--- src/rtl/serial_sub_8.sv ---
// Bit-serial subtractor: diff = A - B - bin over WIDTH cycles using one
// full-subtractor cell, LSB first, with a start/busy/done handshake.
module serial_sub_8 #(
  parameter int WIDTH = 8
) (
  input  logic             clk,
  input  logic             rst_n,
  input  logic             start,
  input  logic [WIDTH-1:0] A,
  input  logic [WIDTH-1:0] B,
  input  logic             bin,
  output logic             busy,
  output logic             done,
  output logic [WIDTH-1:0] diff,
  output logic             bout,
  output logic [1:0]       dbg_state
);

  // Handshake: start is taken only in IDLE (operands captured on that edge);
  // busy marks the WIDTH shift cycles; done is a one-cycle pulse while diff/bout
  // hold the new result. Starts seen while busy or done are dropped, not queued.
  typedef enum logic [1:0] {
    S_IDLE  = 2'd0,
    S_SHIFT = 2'd1,
    S_DONE  = 2'd2
  } state_t;

  localparam int CNT_W = $clog2(WIDTH);
  localparam logic [CNT_W-1:0] CNT_LAST = CNT_W'(WIDTH - 1);

  state_t           state_q, state_d;
  logic [WIDTH-1:0] a_sr_q, a_sr_d;
  logic [WIDTH-1:0] b_sr_q, b_sr_d;
  logic [WIDTH-1:0] d_sr_q, d_sr_d;
  logic             br_q, br_d;
  logic [CNT_W-1:0] cnt_q, cnt_d;
  logic [WIDTH-1:0] diff_q, diff_d;
  logic             bout_q, bout_d;

  logic             a0, b0, d_bit, br_nx;
  logic [WIDTH-1:0] d_sr_nx;

  // Full-subtractor cell on the current LSBs.
  assign a0      = a_sr_q[0];
  assign b0      = b_sr_q[0];
  assign d_bit   = a0 ^ b0 ^ br_q;
  assign br_nx   = (~a0 & b0) | (~(a0 ^ b0) & br_q);
  assign d_sr_nx = {d_bit, d_sr_q[WIDTH-1:1]};

  always_comb begin
    state_d = state_q;
    a_sr_d  = a_sr_q;
    b_sr_d  = b_sr_q;
    d_sr_d  = d_sr_q;
    br_d    = br_q;
    cnt_d   = cnt_q;
    diff_d  = diff_q;
    bout_d  = bout_q;
    case (state_q)
      S_IDLE: begin
        if (start) begin
          a_sr_d  = A;
          b_sr_d  = B;
          br_d    = bin;
          cnt_d   = '0;
          d_sr_d  = '0;
          state_d = S_SHIFT;
        end
      end
      S_SHIFT: begin
        a_sr_d = a_sr_q >> 1;
        b_sr_d = b_sr_q >> 1;
        br_d   = br_nx;
        d_sr_d = d_sr_nx;
        cnt_d  = cnt_q + CNT_W'(1);
        if (cnt_q == CNT_LAST) begin
          diff_d  = d_sr_nx;
          bout_d  = br_nx;
          state_d = S_DONE;
        end
      end
      S_DONE: begin
        state_d = S_IDLE;
      end
      default: begin
        state_d = S_IDLE;
      end
    endcase
  end

  always_ff @(posedge clk or negedge rst_n) begin
    if (!rst_n) begin
      state_q <= S_IDLE;
      a_sr_q  <= '0;
      b_sr_q  <= '0;
      d_sr_q  <= '0;
      br_q    <= 1'b0;
      cnt_q   <= '0;
      diff_q  <= '0;
      bout_q  <= 1'b0;
    end else begin
      state_q <= state_d;
      a_sr_q  <= a_sr_d;
      b_sr_q  <= b_sr_d;
      d_sr_q  <= d_sr_d;
      br_q    <= br_d;
      cnt_q   <= cnt_d;
      diff_q  <= diff_d;
      bout_q  <= bout_d;
    end
  end

  assign busy      = (state_q == S_SHIFT);
  assign done      = (state_q == S_DONE);
  assign diff      = diff_q;
  assign bout      = bout_q;
  assign dbg_state = state_q;

endmodule

--- config.mk ---
export PLATFORM = sky130hd
export DESIGN_NAME = serial_sub_8
export DESIGN_NICKNAME = d
export VERILOG_FILES = /design/src/rtl/serial_sub_8.sv
export SDC_FILE = /design/constraint.sdc
export NUM_CORES = 1
export LEC_CHECK = 0
export ABC_AREA = 1
export BUFFER_PORTS_ARGS = -buffer_cell sky130_fd_sc_hd__buf_2
export CAP_MARGIN = 10
export CORE_UTILIZATION = 59
export CTS_CLUSTER_SIZE = 20
export DETAILED_ROUTE_END_ITERATION = 12
export PLACE_DENSITY = 0.86
export SYNTH_ARGS = -nofsm -noshare
export SYNTH_HDL_FRONTEND = slang
export SYNTH_SLANG_ARGS = --single-unit
--- constraint.sdc ---
create_clock -name clk -period 4.5 [get_ports clk]
set_clock_uncertainty 0.2 [all_clocks]
set_input_delay 0.45 -clock clk [delete_from_list [all_inputs] [get_ports clk]]
set_output_delay 0.45 -clock clk [all_outputs]
set_load 0.01 [all_outputs]
**Word level (Yosys, flattened, before mapping)**

Cells that the tools add are included.

- Register bits after elaboration: 39
- Latch bits: 0
- Bits in writable memories: 0
- Bits in read-only memories: 0
- Input port bits: 20
- Word-level logic and storage cells: 39
- Memories kept: 0

- Add/sub/neg operators: 1
- $mul: 0
- Div/mod/pow operators: 0
- Magnitude comparators: 0
- Eq/ne operators: 5
- Shift-type cells: 0
- Muxes and demuxes: 13
- Bitwise gates (word level): 7
- Reduce and logical (&&, ||, !) cells: 5

Operators by type and width:

| cell | count |
|---|---|
| $pmux W8 S2 | 3 |
| $mux W8 | 3 |
| $pmux W3 S2 | 1 |
| $reduce_and A2 Y1 | 3 |
| $mux W2 | 2 |
| $pmux W2 S2 | 1 |
| $add A3 B1 Y3 const B | 1 |
| $eq A3 B3 Y1 const B | 1 |
| $mux W3 | 1 |
| $and A1 B1 Y1 | 2 |
| $eq A2 B1 Y1 const B | 1 |
| $eq A2 B2 Y1 const B | 1 |
| $logic_not A2 Y1 | 1 |
| $ne A2 B1 Y1 const B | 1 |
| $ne A2 B2 Y1 const B | 1 |
| $not A1 Y1 | 2 |
| $pmux W1 S2 | 1 |
| $reduce_bool A2 Y1 | 1 |
| $xor A1 B1 Y1 | 2 |
| $mux W1 | 1 |
| $or A1 B1 Y1 | 1 |

**Depth between registers and ports, before layout**

- Word-level depth: 5
- Depth in mapped cells: 7
- Depth with buffers taken out: 6

**Worst setup path before layout**

OpenSTA, ideal clock, no wires.

- Path type: register -> output
- Start: register state_q[0] (netlist: dbg_state[0])
- End: output port done
- Data arrival time: 0.949 ns
- Data required time: 3.850 ns
- Setup slack: 2.901 ns
- Cell stages (with the launch flop): 4
- Buffers on the path: 2
- Path through: dfrtp_1 -> buf_4 -> buf_2 -> nor2_1

- Cells in the longest elaborated chain, start to end: 1

RTL lines:

| element | line | RTL |
|---|---|---|
| start, declared | 31 | `state_t state_q, state_d;` |
| start signal, assigned | 102 | `state_q <= state_d;` |
| $eq A2 B2 Y1 | 114 | `assign done = (state_q == S_DONE);` |
| end, declared | 13 | `output logic done,` |

No other way between the ends.

**Worst setup path in the final report**

- Start: register state_q[0] (netlist: dbg_state[0])
- End: output port busy

- Cells in the longest elaborated chain, start to end: 1

RTL lines:

| element | line | RTL |
|---|---|---|
| $eq A2 B1 Y1 | 113 | `assign busy = (state_q == S_SHIFT);` |
| end, declared | 12 | `output logic busy,` |

No other way between the ends.

==> qor.yml <==
yosys:
  synthCells: 220
  syn_nets: 243
  ys_seq_area_share_pct: 52.2
  yosysWarnings: 0
  synthTopCellsByArea: "dfrtp_1, nand2_1, nand3_1"
  yosys.area.top_type: "dfrtp_1"
  synth_seq_cells: 38
  avgSynthCellArea_um2: 8.27
  synth_area_um2: 1820
  synth_top_area_share_pct: 52.2
  ys_types: 20
sta:
  timing.fmax_ghz: 0.382
  rsz0062_at_grt: "false"
  tns_ps: 0
  worst_pin_slew_ps: 794
  post-route-min-period_ps: 2620
  holdWs_ps: 119
  drv_slew: 0
  setup_viol: 0
  relSlewSlack_pct: 47.1
  hold_viol_final: 0
  min_period_over_period_pct: 58.2
  fin_ws_ps: 1880
route:
  routed_via_density: 5.13
  drc_errors: 5
  routed_wl_um: 3410
  drt_first_pass_iters: 10
  wl_per_cell_um: 12.1
  vias: 1451
  antenna_left: 0
  drtIter0Drc: 73
setup_path:
  start_kind: "register"
  cp_max_fo: 21
  critPathCaptureType: "output pin"
  arrival_ps: 1970
  crit_type: "reg2out"
  cp.required_ps: 3850
pwr:
  p_total_uw: 1460
  power_leakage_uw: 0.00118
  ir_drop_v: 0.000421
  pwr_density_cell_nw_per_um2: 708
global_route:
  gr-total-overflow: 0
  grt_pass1_wl_um: 5780
  grt_max_degree: 39
  grt_usage_pct: 23.8
  antenna_found_initial: 0
  grt_pass1_vias: 1302
die:
  ios: 33
  fp.dieW_um: 57.6
  placementRows: 19
  die_area_um2: 3310
  core-area_um2: 2830
  dieHeight_um: 57.6
  start_util_pct: 64.4
cts:
  cts_tree: "yes"
  cts.sinks: 38
  root_buffer: "clkbuf_4"
  clk_pin_slew_ps: 110
  cts_made_buffers: 5
  cts_resized: 0
  insertion_delay_ps: 360
  clk_path_buf_depth: 2
  htree_levels: 2
place:
  place.gp.congestion: 0.737
  post-dp-hpwl_um: 2220
  pre_cts_ws_ps: 2230
  port_buffers: 32
outcome:
  status: "complete, but fails checks"
  violations: "design-rule violations"
hold_path:
  hp-class: "in2reg"
run:
  drv_cap: 0
final_layout:
  drive_gt1_share_pct: 19.4
  fillCellCount: 222
  syn_to_final_growth_pct: 13.5
  diodes: 0
  nets: 274
  final_common_cell: "nand2_1"
  most-common-layout-cells: "nand2_1, inv_1, dfrtp_1"
registers in the layout, summed over array words and instances, names as in the netlist:
register / cells
bout: 1
b_sr_q: 8
d_sr_q: 7
br_q: 1
diff: 8
dbg_state: 2
cnt_q: 3
a_sr_q: 8
repair_timing:
action,in CTS,in global routing
hold endpoints to repair,38,0
setup buffers,0,0
hold buffers,1,0
where the power goes:
part | switching (µW) | leakage [µW] | total [µW] | internal, µW
Sequential | 99.0 | 0.000472 | 594 | 495
Combinational | 352 | 0.000654 | 577 | 225
Clock | 119 | 0.0000554 | 293 | 174
Total | 570 | 0.00118 | 1460 | 894
through the flow:
stage | area (µm²) | utilization (%) | instances
2_1_floorplan | 1820 | - | 220
3_3_place_gp | 1950 | 69.0 | 274
3_5_place_dp | 1950 | 69.0 | 274
4_1_cts | 2070 | 73.1 | 283
5_1_grt | 2070 | 73.1 | 283
6_report | 2070 | 73.1 | 283
worst paths after layout:
| path | cells after the start | slack, ps | end | startpoint |
|---|---|---|---|---|
| max | 3 | 1880 | busy | dbg_state[0] |
| min | 3 | 120 | b_sr_q[7] | B[7] |
| max reg2reg | 5 | 2240 | diff[6] | dbg_state[0] |
| min reg2reg | 2 | 290 | b_sr_q[4] | b_sr_q[4] |
| max in group asynchronous | 2 | 3090 | d_sr_q[6] | rst_n |
| min in group asynchronous | 2 | 490 | diff[0] | rst_n |
cell usage after synthesis:
cell,number
o21ai_1,17
dfrtp_1,38
nor2_2,1
a21oi_1,1
inv_6,1
inv_1,39
nor2_1,3
nand2_2,1
inv_4,1
inv_2,1
nand3_1,30
nand2_8,2
buf_2,4
fa_1,1
ha_1,2
buf_4,2
buf_6,3
nand2_4,1
a21oi_2,1
nand2_1,71
worst max-delay path, cell delays in order, from the launching register on:
cell and delay [ps]:
dfrtp_1 870, inv_1 120, nor2_2 400, buf_2 220
cell families (layout without fill, tap and decap cells):
| kind of cell | Yosys count | after routing | synth area share [%] |
|---|---|---|---|
| simple gates | 109 | 109 | 27.0 |
| buf+inv | 51 | 83 | 12.9 |
| flops | 38 | 38 | 52.2 |
| compound gates | 19 | 19 | 5.43 |
| fa+ha+maj | 3 | 3 | 2.47 |
layout make-up:
| class | count | area, µm² | area share [%] |
|---|---|---|---|
| Sequential cell | 38 | 951 | 46.0 |
| Multi-Input combinational cell | 131 | 636 | 30.8 |
| Timing Repair Buffer | 33 | 170 | 8.23 |
| Inverter | 42 | 165 | 7.99 |
| Clock inverter | 3 | 68.8 | 3.33 |
| Tap cell | 31 | 38.8 | 1.88 |
| Clock buffer | 5 | 37.5 | 1.82 |
layer usage:
layer	global-route usage [%]	vias to the layer above	routed length, µm
met5	0	-	0
met4	9.41	0	60
met3	6.80	8	182
met2	36.5	42	1650
met1	32.2	667	1520
li1	-	734	-
Note: power is estimated with default switching activity, not from simulation.
